File: config.mk
export PLATFORM = sky130hd
export DESIGN_NAME = tdm_frame_receiver
export DESIGN_NICKNAME = d
export VERILOG_FILES = /design/src/rtl/tdm_frame_receiver.sv
export SDC_FILE = /design/constraint.sdc
export NUM_CORES = 1
export LEC_CHECK = 0
export ABC_AREA = 1
export CAP_MARGIN = 40
export CORE_MARGIN = 4
export CORE_UTILIZATION = 40
export CTS_CLUSTER_SIZE = 24
export DETAILED_ROUTE_END_ITERATION = 8
export PLACE_DENSITY = 0.68
export SLEW_MARGIN = 30
export SYNTH_ARGS = -nofsm -noshare
export SYNTH_HDL_FRONTEND = slang
export SYNTH_SLANG_ARGS = --single-unit
File: constraint.sdc
create_clock -name clk -period 1.27 [get_ports clk]
set_input_delay 0.254 -clock clk [delete_from_list [all_inputs] [get_ports clk]]
set_output_delay 0.254 -clock clk [all_outputs]
set_load 0.03 [all_outputs]
File: src/rtl/tdm_frame_receiver.sv
// TDM frame receiver: demultiplexes a shared slot bus into NUM_LANES lanes.
// Slots are staged in a shadow buffer and committed to the lane registers
// atomically on the final slot, so lane_out never shows a partial frame.
module tdm_frame_receiver #(
  parameter int LANE_W    = 4,
  parameter int NUM_LANES = 4,
  parameter int TIMEOUT   = 15
) (
  input  logic                        clk,
  input  logic                        rst_n,
  input  logic                        enable,
  input  logic [LANE_W-1:0]           bus_data,
  input  logic                        bus_valid,
  input  logic                        frame_start,
  output logic [NUM_LANES*LANE_W-1:0] lane_out,
  output logic                        frame_done,
  output logic                        frame_err,
  output logic                        busy
);

  localparam int SLOT_W = $clog2(NUM_LANES);
  localparam int IDLE_W = $clog2(TIMEOUT + 1);
  localparam logic [SLOT_W-1:0] LAST_SLOT = SLOT_W'(NUM_LANES - 1);
  localparam logic [IDLE_W-1:0] IDLE_LIM  = IDLE_W'(TIMEOUT - 1);

  typedef enum logic {S_IDLE, S_RECV} state_t;

  state_t state_q, state_d;
  logic [SLOT_W-1:0] slot_q, slot_d;
  logic [IDLE_W-1:0] idle_q, idle_d;
  // The last slot is bypassed straight into the lane regs, so the shadow
  // only needs to hold slots 0..NUM_LANES-2.
  logic [NUM_LANES-2:0][LANE_W-1:0] shad_q, shad_d;
  logic [NUM_LANES-1:0][LANE_W-1:0] lane_q, lane_d;
  logic done_q, done_d;
  logic err_q, err_d;

  // Next-state logic for the receive FSM, shadow staging and lane commit
  always_comb begin
    state_d = state_q;
    slot_d  = slot_q;
    idle_d  = idle_q;
    shad_d  = shad_q;
    lane_d  = lane_q;
    done_d  = 1'b0;
    err_d   = 1'b0;
    if (!enable) begin
      // Abort: drop any partial frame but keep the committed lanes.
      state_d = S_IDLE;
      slot_d  = '0;
      idle_d  = '0;
      shad_d  = '0;
      err_d   = (state_q == S_RECV);
    end else begin
      case (state_q)
        S_IDLE: begin
          idle_d = '0;
          if (bus_valid && frame_start) begin
            shad_d[0] = bus_data;
            slot_d    = SLOT_W'(1);
            state_d   = S_RECV;
          end
        end
        S_RECV: begin
          if (bus_valid) begin
            idle_d = '0;
            if (frame_start) begin
              // Resync: restart the frame from this beat.
              err_d     = 1'b1;
              shad_d[0] = bus_data;
              slot_d    = SLOT_W'(1);
            end else if (slot_q == LAST_SLOT) begin
              for (int k = 0; k < NUM_LANES - 1; k++) lane_d[k] = shad_q[k];
              lane_d[NUM_LANES-1] = bus_data;
              done_d  = 1'b1;
              slot_d  = '0;
              state_d = S_IDLE;
            end else begin
              for (int k = 0; k < NUM_LANES - 1; k++)
                if (slot_q == SLOT_W'(k)) shad_d[k] = bus_data;
              slot_d = slot_q + SLOT_W'(1);
            end
          end else if (idle_q == IDLE_LIM) begin
            // This idle cycle brings the count to TIMEOUT: give up on the frame.
            err_d   = 1'b1;
            shad_d  = '0;
            slot_d  = '0;
            idle_d  = '0;
            state_d = S_IDLE;
          end else begin
            idle_d = idle_q + IDLE_W'(1);
          end
        end
        default: state_d = S_IDLE;
      endcase
    end
  end

  // State, staging and output pulse registers
  always_ff @(posedge clk or negedge rst_n) begin
    if (!rst_n) begin
      state_q <= S_IDLE;
      slot_q  <= '0;
      idle_q  <= '0;
      shad_q  <= '0;
      lane_q  <= '0;
      done_q  <= 1'b0;
      err_q   <= 1'b0;
    end else begin
      state_q <= state_d;
      slot_q  <= slot_d;
      idle_q  <= idle_d;
      shad_q  <= shad_d;
      lane_q  <= lane_d;
      done_q  <= done_d;
      err_q   <= err_d;
    end
  end

  assign lane_out   = enable ? lane_q : '0;
  assign frame_done = done_q;
  assign frame_err  = err_q;
  assign busy       = (state_q == S_RECV);

endmodule

==> flow_metrics.env <==
export IMPL_power_density_nw_per_um2=944
export IMPL_nets=298
export IMPL_cts_max_level=2
export IMPL_drtAntennaViolNets=0
export IMPL_drive_gt1_share_pct=31.3
export IMPL_arrival_ns=1.55
export IMPL_pre_cts_ws_ns=-0.375
export IMPL_wl_per_cell_um=12.7
export IMPL_grt_usage_pct=15.0
export IMPL_ir_drop_v=0.000415
export IMPL_num_io_pins=28
export IMPL_hpwlAfterDp_um=2760
export IMPL_final_common_cell="nand2_1"
export IMPL_max_freq_mhz=731
export IMPL_cts_sinks=37
export IMPL_io_buffers=27
export IMPL_numCtsBuffers=5
export IMPL_status="finished, violations left"
export IMPL_cp_num_buf_inv=2
export IMPL_maxCapViolCount=0
export IMPL_die_h_um=75.9
export IMPL_area_growth_pct=41.5
export IMPL_r2r_start="slot_q[1]"
export IMPL_hold_class="primary input to asynchronous set/reset pin"
export IMPL_netlist_area_um2=1850
export IMPL_avgSynthCellArea_um2=8.10
export IMPL_max_slew_worst_pin_slew_ns=0.325
export IMPL_most_common_layout_cells="nand2_1, dfrtp_1, buf_4, inv_1"
export IMPL_rows=24
export IMPL_cts_tree="built"
export IMPL_critPathTopFamily="flip-flops"
export IMPL_ys_seq_area_share_pct=50.1
export IMPL_cts_root_buf="clkbuf_8"
export IMPL_routed_via_density=4.84
export IMPL_fillers=368
export IMPL_slowest_delay_ns=0.40
export IMPL_drtPass1Iterations=4
export IMPL_via_count=1627
export IMPL_gp_congestion=0.755
export IMPL_rsz0062_at_grt="true"
export IMPL_reg2reg_slack_ns=-0.1
export IMPL_ff_latch_area_um2=927
export IMPL_grt_pass1_wl_um=7190
export IMPL_fin_crit_sh_pct=108
export IMPL_synth_fp_nets=243
export IMPL_end_kind="register"
export IMPL_period_minus_slack_ns=1.37
export IMPL_crit_start="slot_q[1]"
export IMPL_cts_hold_repair_buffers=0
export IMPL_antenna_found_initial=0
export IMPL_drtIter0Drc=82
export IMPL_synth_seq_cells=37
export IMPL_finClkSkew_ns=0.00529
export IMPL_hold_violations=0
export IMPL_clk_pin_slew_ns=0.07
export IMPL_routed_wl_um=4270
export IMPL_die_w_um=75.9
export IMPL_drcViolationCount=0
export IMPL_finalSetupViolCount=28
export IMPL_critPathSlowestCell="dfrtp_1"
export IMPL_fin_ws_ns=-0.0975
export IMPL_syn_inst=228
export IMPL_path_max_fanout=5
export IMPL_grt_max_degree=38
export IMPL_yosys_warnings=0
export IMPL_slew_headroom_pct=78.3
export IMPL_path_class="register to register"
export IMPL_clock_path_buffers=2
export IMPL_cp_data_required_time_ns=1.45
export IMPL_fp_coreArea_um2=4410
export IMPL_ys_types=25
export IMPL_leakagePower_nw=1.50
export IMPL_dieArea_um2=5770
export IMPL_grt_overflow=0
export IMPL_diodes=0
export IMPL_path_cells="ha_4, inv_2, nor3_4, nand2_4, clkbuf_16, nand2_1, o21ai_1"
export IMPL_violations="setup timing"
export IMPL_insertion_delay_ns=0.29
export IMPL_cp_start_kind="register"
export IMPL_grt_pass1_vias=1579
export IMPL_fin_tns_setup_ns=-2.06
export IMPL_slew_violations=0
export IMPL_start_util_pct=41.8
export IMPL_multi_input_area_um2=905
[Yosys cell counts]
library cell / n / area [um^2]
o21ai_2: 1 / 8.76
nor3_2: 1 / 10.0
buf_2: 2 / 10.0
nand3_1: 5 / 25.0
xor2_1: 1 / 8.76
nor2_2: 1 / 6.26
nand2_1: 91 / 342
o21ai_0: 2 / 10.0
nor2_1: 15 / 56.3
nand4_1: 12 / 75.1
xnor2_1: 1 / 8.76
nand2_2: 2 / 12.5
ha_1: 6 / 75.1
o21bai_1: 1 / 7.51
inv_2: 2 / 7.51
nand3_4: 1 / 17.5
inv_1: 29 / 109
buf_6: 2 / 22.5
nor2_4: 2 / 22.5
o21ai_1: 4 / 20.0
dfrtp_1: 37 / 926
buf_4: 1 / 7.51
nand3_2: 3 / 30.0
a21oi_1: 5 / 25.0
clkbuf_1: 1 / 3.75
[per-layer routing]
metal	vias up	global-route usage, %	share of wire, %
met5	-	0	0
met4	0	7.30	2.5
met3	11	4.62	3.9
met2	37	24.3	50
met1	756	17.8	44
li1	823	-	-
[report_power, final]
group / switching, W / internal (W) / leakage, nW / total, W
logic: 0.000231 / 0.000172 / 0.954 / 0.000404
clock network: 0.000415 / 0.000380 / 0.0450 / 0.000795
registers: 0.0000333 / 0.00123 / 0.504 / 0.00127
total: 0.000679 / 0.00179 / 1.50 / 0.00247
[logic make-up (layout without fill, tap and decap cells)]
| logic type | count (synthesis) | in the layout | synth area share [%] |
|---|---|---|---|
| flops | 37 | 37 | 50.1 |
| fa+ha+maj | 6 | 6 | 4.06 |
| buf+inv | 37 | 92 | 8.67 |
| simple gates | 133 | 134 | 32.3 |
| compound gates | 13 | 13 | 3.86 |
| xor+xnor | 2 | 2 | 0.949 |
[sequential cells by signal, indices dropped and copies added, names as in the netlist]
name / flops
slot_q: 2
busy: 1
frame_done: 1
lane_q: 16
shad_q: 12
idle_q: 4
frame_err: 1
[through the flow]
stage	util [%]	area (um^2)	total power (W)	hold slack, ns	cells
floorplan	-	1850	0.00146	-0.0416	228
global placement	50.8	2240	0.00160	0.456	319
detailed placement	50.8	2240	0.00161	0.452	319
CTS	56.6	2500	0.00245	0.340	333
global route	59.2	2610	0.00258	0.352	336
finish	59.2	2610	0.00247	0.329	336
[final cells by class]
class / instances / share of cell area (%)
well taps: 52 / 2.49
multi-input cells: 155 / 34.6
flip-flops and latches: 37 / 35.5
clock inverters: 2 / 0.383
inverters: 31 / 4.55
clock buffers: 6 / 2.78
repair buffers: 53 / 19.7
[path summary, 6_finish.rpt]
path / to / cells past startpoint
worst max-delay path: lane_q[13] / 7
worst min-delay path: idle_q[0] / 2
worst max register to register: lane_q[13] / 7
worst min register to register: lane_q[10] / 2
max in group asynchronous: shad_q[11] / 2
min in group clk: frame_err / 4
[timing repair]
action / in CTS / in global routing
pin swaps: 10 / 9
buffers inserted: 5 / 1
resized for setup: 34 / 23
setup endpoints to repair: 51 / 51
cloned: 1 / 2
Power figures use the tool's default switching activity.
